$ cat src/rtl/hit_judge_if.sv
// Column-judge bus: player key and bottom-cell presence in, judgement pulses and counters out.
interface hit_judge_if #(
  parameter int SCORE_W = 8,
  parameter int COMBO_W = 6,
  parameter int MISS_W  = 8
) ();
  logic               key;
  logic               last_light;
  logic               clear_out;
  logic               hit;
  logic               miss;
  logic               stray;
  logic [SCORE_W-1:0] score;
  logic [COMBO_W-1:0] combo;
  logic [MISS_W-1:0]  miss_count;

  modport master (
    output key, last_light,
    input  clear_out, hit, miss, stray, score, combo, miss_count
  );

  modport slave (
    input  key, last_light,
    output clear_out, hit, miss, stray, score, combo, miss_count
  );
endinterface

$ cat src/rtl/hit_judge.sv
// Judges key presses against the bottom cell of one arrow column and keeps
// saturating score / combo / miss counters.
//
// state | meaning
// IDLE  | no note in bottom cell, or note already judged and gone
// ARMED | note present and not yet pressed; leaving now is a miss
// HIT   | note was hit; wait for the cell to empty before judging again
module hit_judge #(
  parameter int SCORE_W     = 8,
  parameter int COMBO_W     = 6,
  parameter int MISS_W      = 8,
  parameter int COMBO_BONUS = 4
) (
  input  logic        Clock,
  input  logic        Reset,
  hit_judge_if.slave  bus
);

  typedef enum logic [1:0] {IDLE, ARMED, HIT} state_t;

  state_t             state;
  logic               key_q;
  logic               press;
  logic               clear_r, hit_r, miss_r, stray_r;
  logic [SCORE_W-1:0] score_r;
  logic [COMBO_W-1:0] combo_r;
  logic [MISS_W-1:0]  miss_r_cnt;

  logic [SCORE_W:0]   score_sum;
  logic [SCORE_W-1:0] score_next;
  logic [COMBO_W-1:0] combo_next;
  logic [MISS_W-1:0]  miss_next;

  // Bonus is decided on the combo value before this hit increments it.
  always_comb begin
    press      = bus.key & ~key_q;
    score_sum  = {1'b0, score_r} +
                 ((combo_r >= COMBO_W'(COMBO_BONUS)) ? (SCORE_W+1)'(2) : (SCORE_W+1)'(1));
    score_next = score_sum[SCORE_W] ? '1 : score_sum[SCORE_W-1:0];
    combo_next = (&combo_r) ? combo_r : combo_r + 1'b1;
    miss_next  = (&miss_r_cnt) ? miss_r_cnt : miss_r_cnt + 1'b1;
  end

  always_ff @(posedge Clock) begin
    key_q <= bus.key;
    if (Reset) begin
      state      <= IDLE;
      clear_r    <= 1'b0;
      hit_r      <= 1'b0;
      miss_r     <= 1'b0;
      stray_r    <= 1'b0;
      score_r    <= '0;
      combo_r    <= '0;
      miss_r_cnt <= '0;
    end else begin
      clear_r <= 1'b0;
      hit_r   <= 1'b0;
      miss_r  <= 1'b0;
      stray_r <= 1'b0;
      unique case (state)
        IDLE: begin
          if (bus.last_light && press) begin
            clear_r <= 1'b1;
            hit_r   <= 1'b1;
            score_r <= score_next;
            combo_r <= combo_next;
            state   <= HIT;
          end else if (bus.last_light) begin
            state <= ARMED;
          end else if (press) begin
            stray_r <= 1'b1;
            combo_r <= '0;
          end
        end
        ARMED: begin
          // A press on the same edge the note drops out still counts as a hit.
          if (press) begin
            clear_r <= 1'b1;
            hit_r   <= 1'b1;
            score_r <= score_next;
            combo_r <= combo_next;
            state   <= HIT;
          end else if (!bus.last_light) begin
            miss_r     <= 1'b1;
            combo_r    <= '0;
            miss_r_cnt <= miss_next;
            state      <= IDLE;
          end
        end
        HIT: begin
          if (!bus.last_light) state <= IDLE;
        end
        default: state <= IDLE;
      endcase
    end
  end

  assign bus.clear_out  = clear_r;
  assign bus.hit        = hit_r;
  assign bus.miss       = miss_r;
  assign bus.stray      = stray_r;
  assign bus.score      = score_r;
  assign bus.combo      = combo_r;
  assign bus.miss_count = miss_r_cnt;

endmodule
$ cat src/flat_wrapper.sv
// flat-port wrapper written by rule: the top's interface ports become plain ports
module hit_judge_flat 
#(
  parameter int SCORE_W     = 8,
  parameter int COMBO_W     = 6,
  parameter int MISS_W      = 8,
  parameter int COMBO_BONUS = 4
)
  (Clock, Reset, bus_key, bus_last_light, bus_clear_out, bus_hit, bus_miss, bus_stray, bus_score, bus_combo, bus_miss_count);
  hit_judge_if #(.SCORE_W(SCORE_W), .COMBO_W(COMBO_W), .MISS_W(MISS_W)) bus_i ();
  input  logic Clock;
  input  logic Reset;
  input wire logic [$bits(bus_i.key)-1:0] bus_key;
  input wire logic [$bits(bus_i.last_light)-1:0] bus_last_light;
  output wire logic [$bits(bus_i.clear_out)-1:0] bus_clear_out;
  output wire logic [$bits(bus_i.hit)-1:0] bus_hit;
  output wire logic [$bits(bus_i.miss)-1:0] bus_miss;
  output wire logic [$bits(bus_i.stray)-1:0] bus_stray;
  output wire logic [$bits(bus_i.score)-1:0] bus_score;
  output wire logic [$bits(bus_i.combo)-1:0] bus_combo;
  output wire logic [$bits(bus_i.miss_count)-1:0] bus_miss_count;
  assign bus_i.key = bus_key;
  assign bus_i.last_light = bus_last_light;
  assign bus_clear_out = bus_i.clear_out;
  assign bus_hit = bus_i.hit;
  assign bus_miss = bus_i.miss;
  assign bus_stray = bus_i.stray;
  assign bus_score = bus_i.score;
  assign bus_combo = bus_i.combo;
  assign bus_miss_count = bus_i.miss_count;
  hit_judge #(.SCORE_W(SCORE_W), .COMBO_W(COMBO_W), .MISS_W(MISS_W), .COMBO_BONUS(COMBO_BONUS)) u_core (.Clock(Clock), .Reset(Reset), .bus(bus_i));
endmodule
$ cat config.mk
export PLATFORM = sky130hd
export DESIGN_NAME = hit_judge_flat
export DESIGN_NICKNAME = d
export VERILOG_FILES = /design/src/rtl/hit_judge_if.sv /design/src/rtl/hit_judge.sv /design/src/flat_wrapper.sv
export SDC_FILE = /design/constraint.sdc
export NUM_CORES = 1
export LEC_CHECK = 0
export CAP_MARGIN = 20
export CORE_UTILIZATION = 29
export CTS_BUF_LIST = sky130_fd_sc_hd__clkbuf_16
export CTS_CLUSTER_DIAMETER = 150
export DETAILED_ROUTE_END_ITERATION = 16
export SLEW_MARGIN = 20
export SYNTH_ARGS = -nofsm -noshare
export SYNTH_HDL_FRONTEND = slang
export SYNTH_SLANG_ARGS = --single-unit
$ cat constraint.sdc
create_clock -name Clock -period 2 [get_ports Clock]
set_input_delay 0.4 -clock Clock [delete_from_list [all_inputs] [get_ports Clock]]
set_output_delay 0.4 -clock Clock [all_outputs]
set_load 0.02 [all_outputs]
# After elaboration in Yosys (flattened, before gate mapping)
# Cells that the tools add are included.
# W data, S select, Z words.
# classes
addsub	3
multipliers	0
div	0
n_lt_le_gt_ge	1
n_eq_ne	8
shift	0
muxes	21
bitwise	7
n_reduce_logical	10
# ops
operator	count
$mux W6	6
$mux W8	3
$pmux W8 S2	1
$pmux W6 S2	1
$mux W2	5
$add A8 B9 Y9	1
$ne A3 B2 Y1 const B	3
$add A8 B1 Y8 const B	1
$reduce_and A4 Y1	2
$reduce_and A8 Y1	1
$add A6 B1 Y6 const B	1
$ge A6 B3 Y1 const B	1
$not A1 Y1	6
$pmux W2 S3	1
$reduce_and A6 Y1	1
$ne A2 B1 Y1 const B	2
$reduce_or A4 Y1	1
$mux W1	3
$ne A3 B1 Y1 const B	1
$reduce_and A3 Y1	1
$reduce_or A3 Y1	1
$eq A2 B1 Y1 const B	1
$eq A2 B2 Y1 const B	1
$logic_not A2 Y1	1
4 further kinds	4
# word_totals
regBits	28
latch_bits	0
mem_bits_rw	0
rom_bits	0
input_bits	4
output_inout_bits	26
wordCells	58
n_memories	0

# Depth between registers and ports, before layout
# Gate-level depths: netlist of the first run.
# logic_depth
word_depth	6
depth_mapped	8
depth_no_buf	8

# Least setup slack after synthesis of the first run
# OpenSTA, ideal clock, no wires.
# synth_path
path_kind	register -> register
startpoint	register u_core.combo_r[2] (netlist: u_core.bus.combo[2])
endpoint	register u_core.score_r[4] (netlist: u_core.bus.score[4])
setup_ps	79
arrival_time_ps	2233
required_time_ps	1921
setup_slack_ps	-313
path_stages_with_launch	9
path_buffers	0
synth_period_minus_slack_ps	2313
cell_sequence	dfxtp_1 -> or4_1 -> inv_1 -> ha_1 -> fa_1 -> nand3_1 -> or3_1 -> nor2b_4 -> a211oi_2
# synth_between
elab_chain_len	6
word_cells_on_any_way	7
cone_classes	add/sub (1); order compare (1); mux (5)
# synth_rtl
item	line	text
from (decl)	hit_judge.sv:26	logic [COMBO_W-1:0] combo_r;
from (signal assigned)	hit_judge.sv:66	combo_r <= combo_next;
from (signal assigned)	hit_judge.sv:81	combo_r <= combo_next;
$ge A6 B3 Y1 (*)	hit_judge.sv:38	((combo_r >= COMBO_W'(COMBO_BONUS)) ? (SCORE_W+1)'(2) : (SCORE_W+1)'(1));
$mux W2 (*)	hit_judge.sv:38	
$add A8 B9 Y9 (*)	hit_judge.sv:37	score_sum = {1'b0, score_r} +
$mux W8 (*)	hit_judge.sv:39	score_next = score_sum[SCORE_W] ? '1 : score_sum[SCORE_W-1:0];
$mux W8, on equally long branches	hit_judge.sv:77, hit_judge.sv:62	
$pmux W8 S2 (*)	hit_judge.sv:60	unique case (state)
to (signal assigned)	hit_judge.sv:65	score_r <= score_next;
to (signal assigned)	hit_judge.sv:80	score_r <= score_next;
to (decl)	hit_judge.sv:25	logic [SCORE_W-1:0] score_r;
# Mark *: on every way between the ends. The rest lies on a longest branch, timed or not. The select of a mux whose other input is x is not followed.
# A chain may end at the register's enable or synchronous reset.

# Final worst setup path of the first run
# layout_path
startpoint	register u_core.combo_r[3] (netlist: u_core.bus.combo[3])
endpoint	register u_core.score_r[2] (netlist: u_core.bus.score[2])
# Same word-level chain as after synthesis.

==> impl_results.md, run 1 <==
* Root Buffer: clkbuf_16
* Most common cell after layout, fill and taps aside: clkdlybuf4s50_1
* Clock-pin slew on the worst setup and hold paths at 0.07 ns
* Synthesized-area fraction occupied by xor and xnor cells at 0.0247
* Outcome: complete, but fails checks
* Reg-to-reg startpoint: u_core.bus.combo[3]$_SDFFE_PP0P_
* Ys flop type: dfxtp_1
* Main combinational cell family by area after synthesis: simple AND/OR/NAND/NOR gates
* Die height at 72.0 um
* Final wirelength at 3380 um
* CP endpoint kind: register
* Vias in the first global route at 1189
* Drt pass-1 iters at 4
* Final hold violation count at 0
* Worst Slack Setup Final at -0.0884 ns
* Clk buf depth at 2
* TritonCTS clock tree: yes
* Finished Cell Area at 0.00211 mm^2
* Via count at 1344
* PwrDens at 544 mW/mm^2
* Sequential-to-total area share from yosys stat at 0.395
* Fin crit share at 1.04
* Post-Syn Instances at 160
* Area grow syn2layout at 48.9%
* GRT overflow at 0
* Fin crit period at 2.09 ns
* Ys async rst share at 0
* Nets at 220
* Clock skew at 0.00583 ns
* Site row count at 25
* Hold WS at 0.497 ns
* Max-slew violations at 0
* Syn Nets at 170
* Max-cap violations at 0
* Wire per inst at 12.3 um
* Antenna diodes at 0
* Synth Register Bits at 28
* Mux cell area share after synthesis at 0.0211
* Clk sink count at 28
* CTS Buf Count at 3
* Initial Utilization at 0.301
* Met1 usage at 0.191
* CP arrival at 2.28 ns
* Post-synth EDFFs at 0
* DRT iter0 DRCs at 56
* GR peak layer: met2
* Hold Path Cell Cnt at 2
* Synth Cell Area at 0.00142 mm^2
* Worst Setup SP: u_core.bus.combo[3]$_SDFFE_PP0P_
* Critical-path maximum fanout at 6
* Leakage at 0.725 nW
* Library cells used by synthesis at 46
* Yosys Warn Count at 0
* Boundary pin count at 30
* Area of placed instances at 0.00195 mm^2
* Most frequent cells in the layout: clkdlybuf4s50_1 (29), dfxtp_1 (26), buf_4 (22)
* Worst Hold Launch: u_core.bus.miss_count[5]$_SDFFE_PP0P_
* WHS Endpoint: u_core.bus.miss_count[5]$_SDFFE_PP0P_
* Non-filler cells, final at 276
* Vias/cell at 4.87
* Worst reg2reg path depth at 7
* Placed cells at 269
* FF-to-FF End: u_core.bus.score[2]$_SDFFE_PP0P_
* Die area at 0.00518 mm^2
* Adder-Cell Fraction of Synth Area at 0.0581
* Crit path launch type: register
* Failing checks: negative setup slack
* Worst-Skew Late Latency at 0.26 ns
* Initial antenna violation count at 0
* Synth Area per Inst at 8.88 um^2
* Critical path type: reg2reg
* Share of cells above drive strength 1 at 0.230
* Met3 Track Usage GR at 0.0167
* Fmax at 479 MHz
* Die X-Extent at 72.0 um
* Post-Synth Simple-Gate Area at 0.271
* Pre-CTS setup slack at -0.177 ns
* RSZ-0062 raised after global routing: true
* Required @ worst endpoint at 2.19 ns
* HPWL after DPL at 2360 um
* Number of remaining DRC errors at 0
* Final setup fails at 3
* Peak supply drop at 0.291 mV
* H-tree depth at 1
* GRT Util Overall at 0.133
* Met2 GRT Util at 0.204
* ANT nets after route at 0
* Global-route wire length before repair at 5500 um
* Post-CTS Hold Buffers at 0
* Worst R2R Setup Slack at -0.09 ns
* Port Buf Inserts at 29
* Worst Tran Pin Value at 0.525 ns
* Hold WC Path Type: reg2reg
* Placer congestion estimate at 0.737
* Largest net degree at the start of global routing at 26
* Rel. slew slack at 0.647
* Synth Area in Compound Gates at 0.184
* Core Footprint at 0.00472 mm^2
critical path, cell delays in order, from the launching register on:
cell and delay, ns:
dfxtp_4 0.34, or4_4 0.57, buf_4 0.16, fa_2 0.35
buf_4 0.14, buf_6 0.13, and4b_1 0.19, nor3_2 0.13
through the flow:
step / util / setup TNS [ns] / total power [mW]
floorplan: - / -0.149 / 0.656
global placement: 0.413 / -0.938 / 0.710
detailed placement: 0.413 / -0.982 / 0.711
CTS: 0.435 / -0.0832 / 1.17
global route: 0.448 / -0.560 / 1.22
finish: 0.448 / -0.230 / 1.15
where the power goes:
group	internal (mW)	leakage [nW]	switching (mW)
Clock	0.268	0.0385	0.179
Sequential	0.565	0.228	0.0141
Combinational	0.0632	0.458	0.0614
Total	0.896	0.725	0.255
synthesized netlist by cell type (2+ instances only):
library cell | count | area (um^2)
and4_1 | 3 | 26.3
nand4_1 | 3 | 18.8
and3_1 | 2 | 12.5
nand3_1 | 5 | 25.0
o21ai_0 | 2 | 10.0
a21oi_1 | 19 | 95.1
nand2b_1 | 2 | 12.5
ha_1 | 5 | 62.6
o31ai_1 | 4 | 30.0
a31oi_1 | 2 | 12.5
inv_1 | 7 | 26.3
nand2_1 | 7 | 26.3
nor2_1 | 10 | 37.5
nor3_1 | 11 | 55.1
or4_1 | 6 | 45.0
xnor2_1 | 4 | 35.0
dfxtp_1 | 28 | 561
a21o_1 | 2 | 15.0
clkbuf_1 | 5 | 18.8
or3_1 | 4 | 25.0
mux2i_1 | 3 | 30.0
buf_4 | 2 | 15.0
logic make-up after synthesis:
family / count (synthesis)
and+or+nand+nor: 64
AOI/OAI and AO/OA: 40
DFF: 28
buffers and inverters: 15
adders and majority gates: 6
xor gates and xnor gates: 4
muxes: 3
sequential cells by signal (all words and copies together) (netlist names):
signal,flops
u_core.bus.score,8
u_core.state,2
u_core.bus.combo,6
u_core.bus.miss,1
u_core.key_q,1
u_core.bus.clear_out,1
u_core.bus.miss_count,8
u_core.bus.stray,1
layer usage:
layer | vias up | share of wire
met2 | 25 | 0.45
li1 | 697 | -
met4 | 0 | 0.010
met3 | 2 | 0.029
met5 | - | 0
met1 | 620 | 0.51
what timing repair did:
action / 4_1_cts / 5_1_grt
buffers inserted: 2 / 1
resized for setup: 2 / 9
setup endpoints to repair: 2 / 5
pin swaps: 4 / 1
worst max-delay path by stage:
| stage | to | slack, ns | cells past startpoint |
|---|---|---|---|
| 2_1_floorplan | u_core.bus.score[4]$_SDFFE_PP0P_ | -0.15 | 8 |
| 3_3_place_gp | u_core.bus.score[5]$_SDFFE_PP0P_ | -0.17 | 6 |
| 3_5_place_dp | u_core.bus.score[7]$_SDFFE_PP0P_ | -0.18 | 6 |
| 4_1_cts | u_core.bus.score[4]$_SDFFE_PP0P_ | -0.08 | 8 |
| 5_1_grt | u_core.bus.score[4]$_SDFFE_PP0P_ | -0.16 | 8 |
| 6_report | u_core.bus.score[2]$_SDFFE_PP0P_ | -0.09 | 7 |
cell type report:
cell class,count,area [um^2]
Clock buffer,3,75.1
Multi-Input combinational cell,117,871
Sequential cell,28,568
Timing Repair Buffer,53,487
Fill cell,443,2610
Tap cell,67,83.8
Clock inverter,1,3.75
Inverter,7,26.3
(Power assumes the default switching activity.)
==> run 2, diff against run 1 <==
Settings changed: ABC_AREA set to 1.
==> run 2 against run 1 <==
  * The run now ends clean
  * Maximum frequency grew 15%
  * Global-route usage fell by 0.14 points
  * Count of clock-buffer cells in the layout is the same
  * Area after synthesis increased by 5.4%
  * Via count rose by 6.5%
  * Sequential power about the same
  * Setup slack better by 0.28 ns
  * Hold slack worse by 0.050 ns
  * Sequential share of layout area up 1.4 points
  * Critical path depth did not move
  * Die area grew 5.2%
  * First-iteration DRC count up 48%
  * Critical endpoint is now u_core.bus.score[3]$_SDFFE_PP0P_
  * Largest power group unchanged
==> impl_results.md, run 2 <==
* Fin crit period at 1.81 ns (was 2.09 ns)
* FF-to-FF End: u_core.bus.score[3]$_SDFFE_PP0P_ (was u_core.bus.score[2]$_SDFFE_PP0P_)
* Worst-Skew Late Latency at 0.26 ns (about the same)
* Library cells used by synthesis at 31 (was 46)
* Multi-input gate area at 796 um^2 (was 871 um^2)
* Reg-to-reg startpoint: u_core.bus.combo[5]$_SDFFE_PP0P_ (was u_core.bus.combo[3]$_SDFFE_PP0P_)
* PwrDens at 575 mW/mm^2 (was 544 mW/mm^2)
* Vias in the first global route at 1268 (was 1189)
* Metal2 WL at 1400 um (was 1530 um)
* Worst Setup SP: u_core.bus.combo[5]$_SDFFE_PP0P_ (was u_core.bus.combo[3]$_SDFFE_PP0P_)
* Slowest CP cell: fa_1 (was or4_4)
* GRT overflow at 0 (unchanged)
* Most frequent cells in the layout: nand2_1 (56), inv_1 (30), clkdlybuf4s50_1 (29) (was clkdlybuf4s50_1 (29), dfxtp_1 (26), buf_4 (22))
* ANT nets after route at 0 (unchanged)
* Leakage at 0.817 nW (was 0.725 nW)
* Post-Syn Instances at 211 (was 160)
* Boundary pin count at 30 (unchanged)
* Area share of the leading cell type in the synthesized netlist at 0.375 (was 0.395)
* Critical-path cell list: nor4_4 -> inv_1 -> fa_1 -> nand3_1 -> inv_1 -> nand3_1 -> a31oi_1 (was or4_4 -> buf_4 -> fa_2 -> buf_4 -> buf_6 -> and4b_1 -> nor3_2)
* Via count at 1432 (was 1344)
* Clock-pin slew on the worst setup and hold paths at 0.07 ns (about the same)
* Share of cells above drive strength 1 at 0.114 (was 0.230)
* Most common cell after layout, fill and taps aside: nand2_1 (was clkdlybuf4s50_1)
* Final setup fails at 0 (was 3)
* Final core utilization at 0.409 (was 0.448)
* Drt pass-1 iters at 4 (unchanged)
* Area leader, netlist: dfxtp_1 (unchanged)
* CP arrival at 1.95 ns (was 2.28 ns)
* Met3 Wirelength at 194 um (was 98 um)
* Critical-path maximum fanout at 5 (was 6)
* P_sw at 0.262 mW (was 0.255 mW)
* Post-synth EDFFs at 0 (unchanged)
* Sequential-to-total area share from yosys stat at 0.375 (was 0.395)
* Final wirelength at 3210 um (was 3380 um)
* Clk network pwr share at 0.397 (was 0.388)
* Synth Register Bits at 28 (unchanged)
* Area grow syn2layout at 32.6% (was 48.9%)
* Die area at 0.00545 mm^2 (was 0.00518 mm^2)
* Total power at 1.14 mW (was 1.15 mW)
* Worst Tran Pin Value at 0.293 ns (was 0.525 ns)
* Clk sink count at 28 (unchanged)
* Rel. slew slack at 0.803 (was 0.647)
* Die height at 73.8 um (was 72.0 um)
* # fillers at 509 (was 443)
* Worst Setup EP: u_core.bus.score[3]$_SDFFE_PP0P_ (was u_core.bus.score[2]$_SDFFE_PP0P_)
* Die X-Extent at 73.8 um (was 72.0 um)
* Syn Nets at 221 (was 170)
* Top Layer Used: met4 (unchanged)
* HPWL after DPL at 2380 um (was 2360 um)
* Crit path launch type: register (unchanged)
* Fin crit share at 0.905 (was 1.04)
* Outcome: finished, final reports clean (was complete, but fails checks)
* GRT Util Overall at 0.131 (was 0.133)
* Switching share of power at 0.229 (was 0.221)
* Yosys Warn Count at 0 (unchanged)
* Worst reg2reg path depth at 7 (unchanged)
* Required @ worst endpoint at 2.14 ns (was 2.19 ns)
* Initial Utilization at 0.309 (was 0.301)
* Internal power at 0.880 mW (was 0.896 mW)
* CP endpoint kind: register (unchanged)
* Max-slew violations at 0 (unchanged)
* Sequential power share at 0.508 (was 0.503)
* Synth Area per Inst at 7.09 um^2 (was 8.88 um^2)
* Synth Cell Area at 0.00150 mm^2 (was 0.00142 mm^2)
* H-tree depth at 1 (unchanged)
* Most frequent cells after synthesis: nand2_1 (56), inv_1 (30), dfxtp_1 (28), nand3_1 (15), a21oi_1 (13) (was dfxtp_1 (28), a21oi_1 (19), nor3_1 (11), nor2_1 (10))
* Max-cap violations at 0 (unchanged)
* Ys async rst share at 0 (unchanged)
* Nets at 257 (was 220)
* Fmax at 553 MHz (was 479 MHz)
* Seq. cell area at 561 um^2 (was 568 um^2)
* Clock skew at 0.00362 ns (was 0.00583 ns)
* Antenna diodes at 0 (unchanged)
* Global-route wire length before repair at 5580 um (was 5500 um)
* Root Buffer: clkbuf_16 (unchanged)
* Port Buf Inserts at 29 (unchanged)
* Top cells by area, synth: dfxtp_1 (37%), nand2_1 (14%), inv_1 (7.5%), nand3_1 (5.0%), a21oi_1 (4.3%) (was dfxtp_1 (39%), a21oi_1 (6.7%), ha_1 (4.4%), nor3_1 (3.9%), or4_1 (3.2%))
* Final hold violation count at 0 (unchanged)
* TritonCTS clock tree: yes (unchanged)
* Hold WS at 0.447 ns (was 0.497 ns)
* Initial antenna violation count at 0 (unchanged)
* Clk buf depth at 2 (unchanged)
* DRT iter0 DRCs at 83 (was 56)
* Peak supply drop at 0.353 mV (was 0.291 mV)
* Number of remaining DRC errors at 0 (unchanged)
* Hold WC Path Type: reg2reg (unchanged)
* M1 WL at 1580 um (was 1720 um)
* Ys flop type: dfxtp_1 (unchanged)
* Logic pwr share at 0.094 (was 0.108)
* Core Footprint at 0.00485 mm^2 (was 0.00472 mm^2)
* Worst R2R Setup Slack at 0.19 ns (was -0.09 ns)
* RSZ-0062 raised after global routing: false (was true)
* Vias/cell at 4.58 (was 4.87)
* Placer congestion estimate at 0.803 (was 0.737)
* CP max stage delay at 0.44 ns (was 0.57 ns)
* Most frequent cell after synthesis: nand2_1 (was dfxtp_1)
* Largest net degree at the start of global routing at 19 (was 26)
* Critical path type: reg2reg (unchanged)
* CTS Buf Count at 3 (unchanged)
* Site row count at 25 (unchanged)
* Wire per inst at 10.2 um (was 12.3 um)
[run 2: cell types whose count changed after synthesis, sizes merged, moves of 6 or more]
cell / before / now
a21oi: 20 / 13
inv: 7 / 34
nand2: 7 / 61
nand3: 6 / 17
nor3: 11 / 5
o21ai: 2 / 9
or4: 6 / 0
[run 2: area by class of cell]
type | instances | share of cell area
Clock inverter | 1 | 0.00189
Multi-Input combinational cell | 145 | 0.401
Sequential cell | 28 | 0.282
Tap cell | 67 | 0.0422
Clock buffer | 3 | 0.0378
Inverter | 34 | 0.0656
Timing Repair Buffer | 35 | 0.169
[run 2: per-stage QoR]
stage / instances / cell area [um^2] / setup TNS (ns) / setup slack (ns)
floorplan: 211 / 1500 / 0 / 0.164
global placement: 309 / 1890 / 0 / 0.0654
detailed placement: 309 / 1890 / -0.0140 / -0.00644
CTS: 313 / 1970 / 0 / 0.0852
global route: 313 / 1980 / 0 / 0.0470
finish: 313 / 1980 / 0 / 0.190
[run 2: critical path: cells and delay by family (launching register included)]
family,cells,cell delay (ns)
AND/OR/NAND/NOR,3,0.61
flip-flops,1,0.34
adder cells (fa/ha/maj),1,0.44
AO/OA/AOI/OAI,1,0.11
buffers and inverters,2,0.18
[run 2: per-layer routing]
| metal | vias up | GRT usage |
|---|---|---|
| li1 | 746 | - |
| met1 | 638 | 0.174 |
| met2 | 46 | 0.214 |
| met3 | 2 | 0.0316 |
| met4 | 0 | 0.0321 |
| met5 | - | 0 |
[run 2: cell families after synthesis]
family / share of synthesized area
flip-flops: 0.375
XOR/XNOR: 0.0176
AO/OA/AOI/OAI: 0.105
adder cells (fa/ha/maj): 0.0552
buffers and inverters: 0.105
AND/OR/NAND/NOR: 0.342
[run 2: worst min-delay path by stage]
stage | startpoint | endpoint | slack, ns | depth (start not counted)
detailed placement | u_core.state[1]$_SDFFE_PP0P_ | u_core.state[0]$_SDFFE_PP0P_ | 0.44 | 1
global route | u_core.state[1]$_SDFFE_PP0P_ | u_core.state[0]$_SDFFE_PP0P_ | 0.47 | 1
CTS | u_core.state[1]$_SDFFE_PP0P_ | u_core.state[0]$_SDFFE_PP0P_ | 0.45 | 1
floorplan | u_core.state[1]$_SDFFE_PP0P_ | u_core.state[0]$_SDFFE_PP0P_ | 0.42 | 1
finish | u_core.state[1]$_SDFFE_PP0P_ | u_core.state[0]$_SDFFE_PP0P_ | 0.45 | 1
global placement | u_core.state[1]$_SDFFE_PP0P_ | u_core.state[0]$_SDFFE_PP0P_ | 0.43 | 1
[run 2: what timing repair did]
item                                    in CTS  in global routing
resized for setup                            1                  2
buffers inserted                             0                  0
hold buffers                                 0                  0
endpoints found under the hold margin        0                  0
cloned                                       0                  0
pin swaps                                    0                  1
endpoints found under the setup margin       6                  8
[run 2: power by group through the flow]
stage / Clock (mW) / Sequential [mW] / Combinational, mW
6_report: 0.454 / 0.580 / 0.108
4_1_cts: 0.471 / 0.580 / 0.109
3_3_place_gp: 0 / 0.593 / 0.108
2_1_floorplan: 0 / 0.601 / 0.0594
5_1_grt: 0.497 / 0.582 / 0.121
3_5_place_dp: 0 / 0.593 / 0.108
==> run 3, diff against run 2 <==
Settings changed: CORE_MARGIN set to 5, CORE_UTILIZATION 29 to 40, DONT_BUFFER_PORTS set to 1.
==> run 3 against run 2 <==
  * First-iteration DRC count grew 8.4%
  * Non-clock buffer count is 25 lower
  * Core utilization rose by 6.3 points
  * Hold slack worse by 0.29 ns
  * Clock power up 31%
  * Final area is 14% lower
  * Register-to-register slack lost 0.03 ns
  * Critical path type unchanged
==> impl_results.md, run 3 (synthesis gave the netlist of run 2 again) <==
* Share of cells above drive strength 1 at 0.145 (was 0.114)
* Worst reg2reg path depth at 8 (was 7)
* Vias in the first global route at 1240 (was 1268)
* Drt pass-1 iters at 4 (unchanged)
* H-tree depth at 1 (unchanged)
* Fin crit period at 1.84 ns (was 1.81 ns)
* Vias/cell at 5.03 (was 4.58)
* Crit path launch type: register (unchanged)
* Antenna diodes at 0 (unchanged)
* Hold WC Path Type: in2reg (was reg2reg)
* Reg-to-reg startpoint: u_core.bus.combo[2]$_SDFFE_PP0P_ (was u_core.bus.combo[5]$_SDFFE_PP0P_)
* Boundary pin count at 30 (unchanged)
* Rel. slew slack at 0.740 (was 0.803)
* Max-cap violations at 0 (unchanged)
* Site row count at 22 (was 25)
* Worst-Skew Late Latency at 0.26 ns (about the same)
* DRT iter0 DRCs at 90 (was 83)
* Port Buf Inserts at 0 (was 29)
* Initial Utilization at 0.412 (was 0.309)
* Area grow syn2layout at 14.6% (was 32.6%)
* Via count at 1352 (was 1432)
* Largest net degree at the start of global routing at 20 (was 19)
* Worst Hold Launch: bus_key (was u_core.state[1]$_SDFFE_PP0P_)
* Final hold violation count at 0 (unchanged)
* Max-slew violations at 0 (unchanged)
* Clock-pin slew on the worst setup and hold paths at 0.07 ns (about the same)
* Nets at 232 (was 257)
* WHS Endpoint: u_core.key_q$_DFF_P_ (was u_core.state[0]$_SDFFE_PP0P_)
* Critical path type: reg2reg (unchanged)
* Initial antenna violation count at 0 (unchanged)
* # fillers at 380 (was 509)
* Clock skew at 0.00691 ns (was 0.00362 ns)
* Outcome: finished, final reports clean (unchanged)
* Global-route wire length before repair at 5490 um (was 5580 um)
* Clk buf depth at 2 (unchanged)
* Critical-path maximum fanout at 3 (was 5)
* Root Buffer: clkbuf_16 (unchanged)
* Fmax at 544 MHz (was 553 MHz)
* Worst Tran Pin Value at 0.389 ns (was 0.293 ns)
* Hold Path Cell Cnt at 0 (was 1)
* FF-to-FF End: u_core.bus.score[4]$_SDFFE_PP0P_ (was u_core.bus.score[3]$_SDFFE_PP0P_)
* ANT nets after route at 0 (unchanged)
* CP arrival at 2.04 ns (was 1.95 ns)
* Final setup fails at 0 (unchanged)
* Die height at 71.2 um (was 73.8 um)
* RSZ-0062 raised after global routing: false (unchanged)
* GRT overflow at 0 (unchanged)
* Final core utilization at 0.472 (was 0.409)
* HPWL after DPL at 2310 um (was 2380 um)
* Fin crit share at 0.919 (was 0.905)
* TNS Setup at 0 ns (unchanged)
* TritonCTS clock tree: yes (unchanged)
* Peak supply drop at 0.470 mV (was 0.353 mV)
* Final wirelength at 3070 um (was 3210 um)
* Total power at 1.25 mW (was 1.14 mW)
* CP endpoint kind: register (unchanged)
* Post-CTS Hold Buffers at 0 (unchanged)
* Leakage at 0.747 nW (was 0.817 nW)
* Core Footprint at 0.00363 mm^2 (was 0.00485 mm^2)
* Worst R2R Setup Slack at 0.16 ns (was 0.19 ns)
* Placer congestion estimate at 0.740 (was 0.803)
* GRT Util Overall at 0.134 (was 0.131)
* Die X-Extent at 71.2 um (was 73.8 um)
* Wire per inst at 11.4 um (was 10.2 um)
* Clk sink count at 28 (unchanged)
* CTS Buf Count at 3 (unchanged)
* Die area at 0.00506 mm^2 (was 0.00545 mm^2)
* Most common cell after layout, fill and taps aside: nand2_1 (unchanged)
* PwrDens at 730 mW/mm^2 (was 575 mW/mm^2)
* Required @ worst endpoint at 2.20 ns (was 2.14 ns)
* Most frequent cells in the layout: nand2_1 (56), inv_1 (30), dfxtp_1 (28) (was nand2_1 (56), inv_1 (30), clkdlybuf4s50_1 (29))
* Number of remaining DRC errors at 0 (unchanged)
-- run 3: cell types whose count changed in the layout (fill, tap and decap cells not counted), sizes merged --
| cell | previous run | this run |
|---|---|---|
| clkdlybuf4s50 | 29 | 0 |
| buf | 6 | 10 |
| bufinv | 0 | 1 |
| clkinv | 1 | 0 |
-- run 3: repair_timing --
| action | CTS | global route |
|---|---|---|
| gates resized for setup | 0 | 1 |
| setup endpoints to repair | 0 | 8 |
| buffers inserted | 0 | 0 |
-- run 3: layer usage --
metal | vias to the layer above | global-route usage | wire length [um]
met2 | 41 | 0.210 | 1430
met4 | 0 | 0.0522 | 44
li1 | 704 | - | -
met5 | - | 0 | 0
met1 | 603 | 0.160 | 1330
met3 | 4 | 0.0582 | 269
-- run 3: layout make-up --
class / instances / area [um^2] / share of cell area
Tap cell: 48 / 60.1 / 0.0350
Clock inverter: 1 / 30.0 / 0.0175
Timing Repair Buffer: 10 / 75.1 / 0.0438
Clock buffer: 3 / 75.1 / 0.0438
Multi-Input combinational cell: 145 / 785 / 0.457
Inverter: 34 / 130 / 0.0759
Sequential cell: 28 / 561 / 0.327
-- run 3: worst max-delay path, stage by stage (launching register included) --
cell and delay, ns:
dfxtp_1 0.33, nor4_2 0.32, ha_1 0.25, fa_1 0.22, nand3_1 0.12, or2_2 0.30, nand3_1 0.07, nand2_1 0.05
a21oi_1 0.12
-- run 3: worst max-delay path by stage --
stage	start	to	slack [ns]	depth (start not counted)
2_1_floorplan	u_core.bus.combo[2]$_SDFFE_PP0P_	u_core.bus.score[4]$_SDFFE_PP0P_	0.16	8
4_1_cts	u_core.bus.combo[2]$_SDFFE_PP0P_	u_core.bus.score[4]$_SDFFE_PP0P_	0.09	8
3_5_place_dp	u_core.bus.combo[2]$_SDFFE_PP0P_	u_core.bus.score[4]$_SDFFE_PP0P_	0.12	8
6_report	u_core.bus.combo[2]$_SDFFE_PP0P_	u_core.bus.score[4]$_SDFFE_PP0P_	0.16	8
5_1_grt	u_core.bus.combo[2]$_SDFFE_PP0P_	u_core.bus.score[3]$_SDFFE_PP0P_	0.01	7
3_3_place_gp	u_core.bus.combo[2]$_SDFFE_PP0P_	u_core.bus.score[3]$_SDFFE_PP0P_	0.17	7
-- run 3: metrics by stage --
stage / std cells / setup slack [ns] / hold WS, ns / area, um^2
2_1_floorplan: 211 / 0.164 / 0.419 / 1500
3_3_place_gp: 265 / 0.168 / 0.428 / 1600
3_5_place_dp: 265 / 0.116 / 0.428 / 1600
4_1_cts: 269 / 0.0902 / 0.152 / 1710
5_1_grt: 269 / 0.0109 / 0.143 / 1720
6_report: 269 / 0.161 / 0.161 / 1720
-- run 3: power breakdown --
group	leakage [nW]	total (mW)	switching (mW)	internal, mW
logic	0.468	0.0736	0.0490	0.0246
registers	0.227	0.584	0.0154	0.569
clock network	0.0511	0.594	0.195	0.399
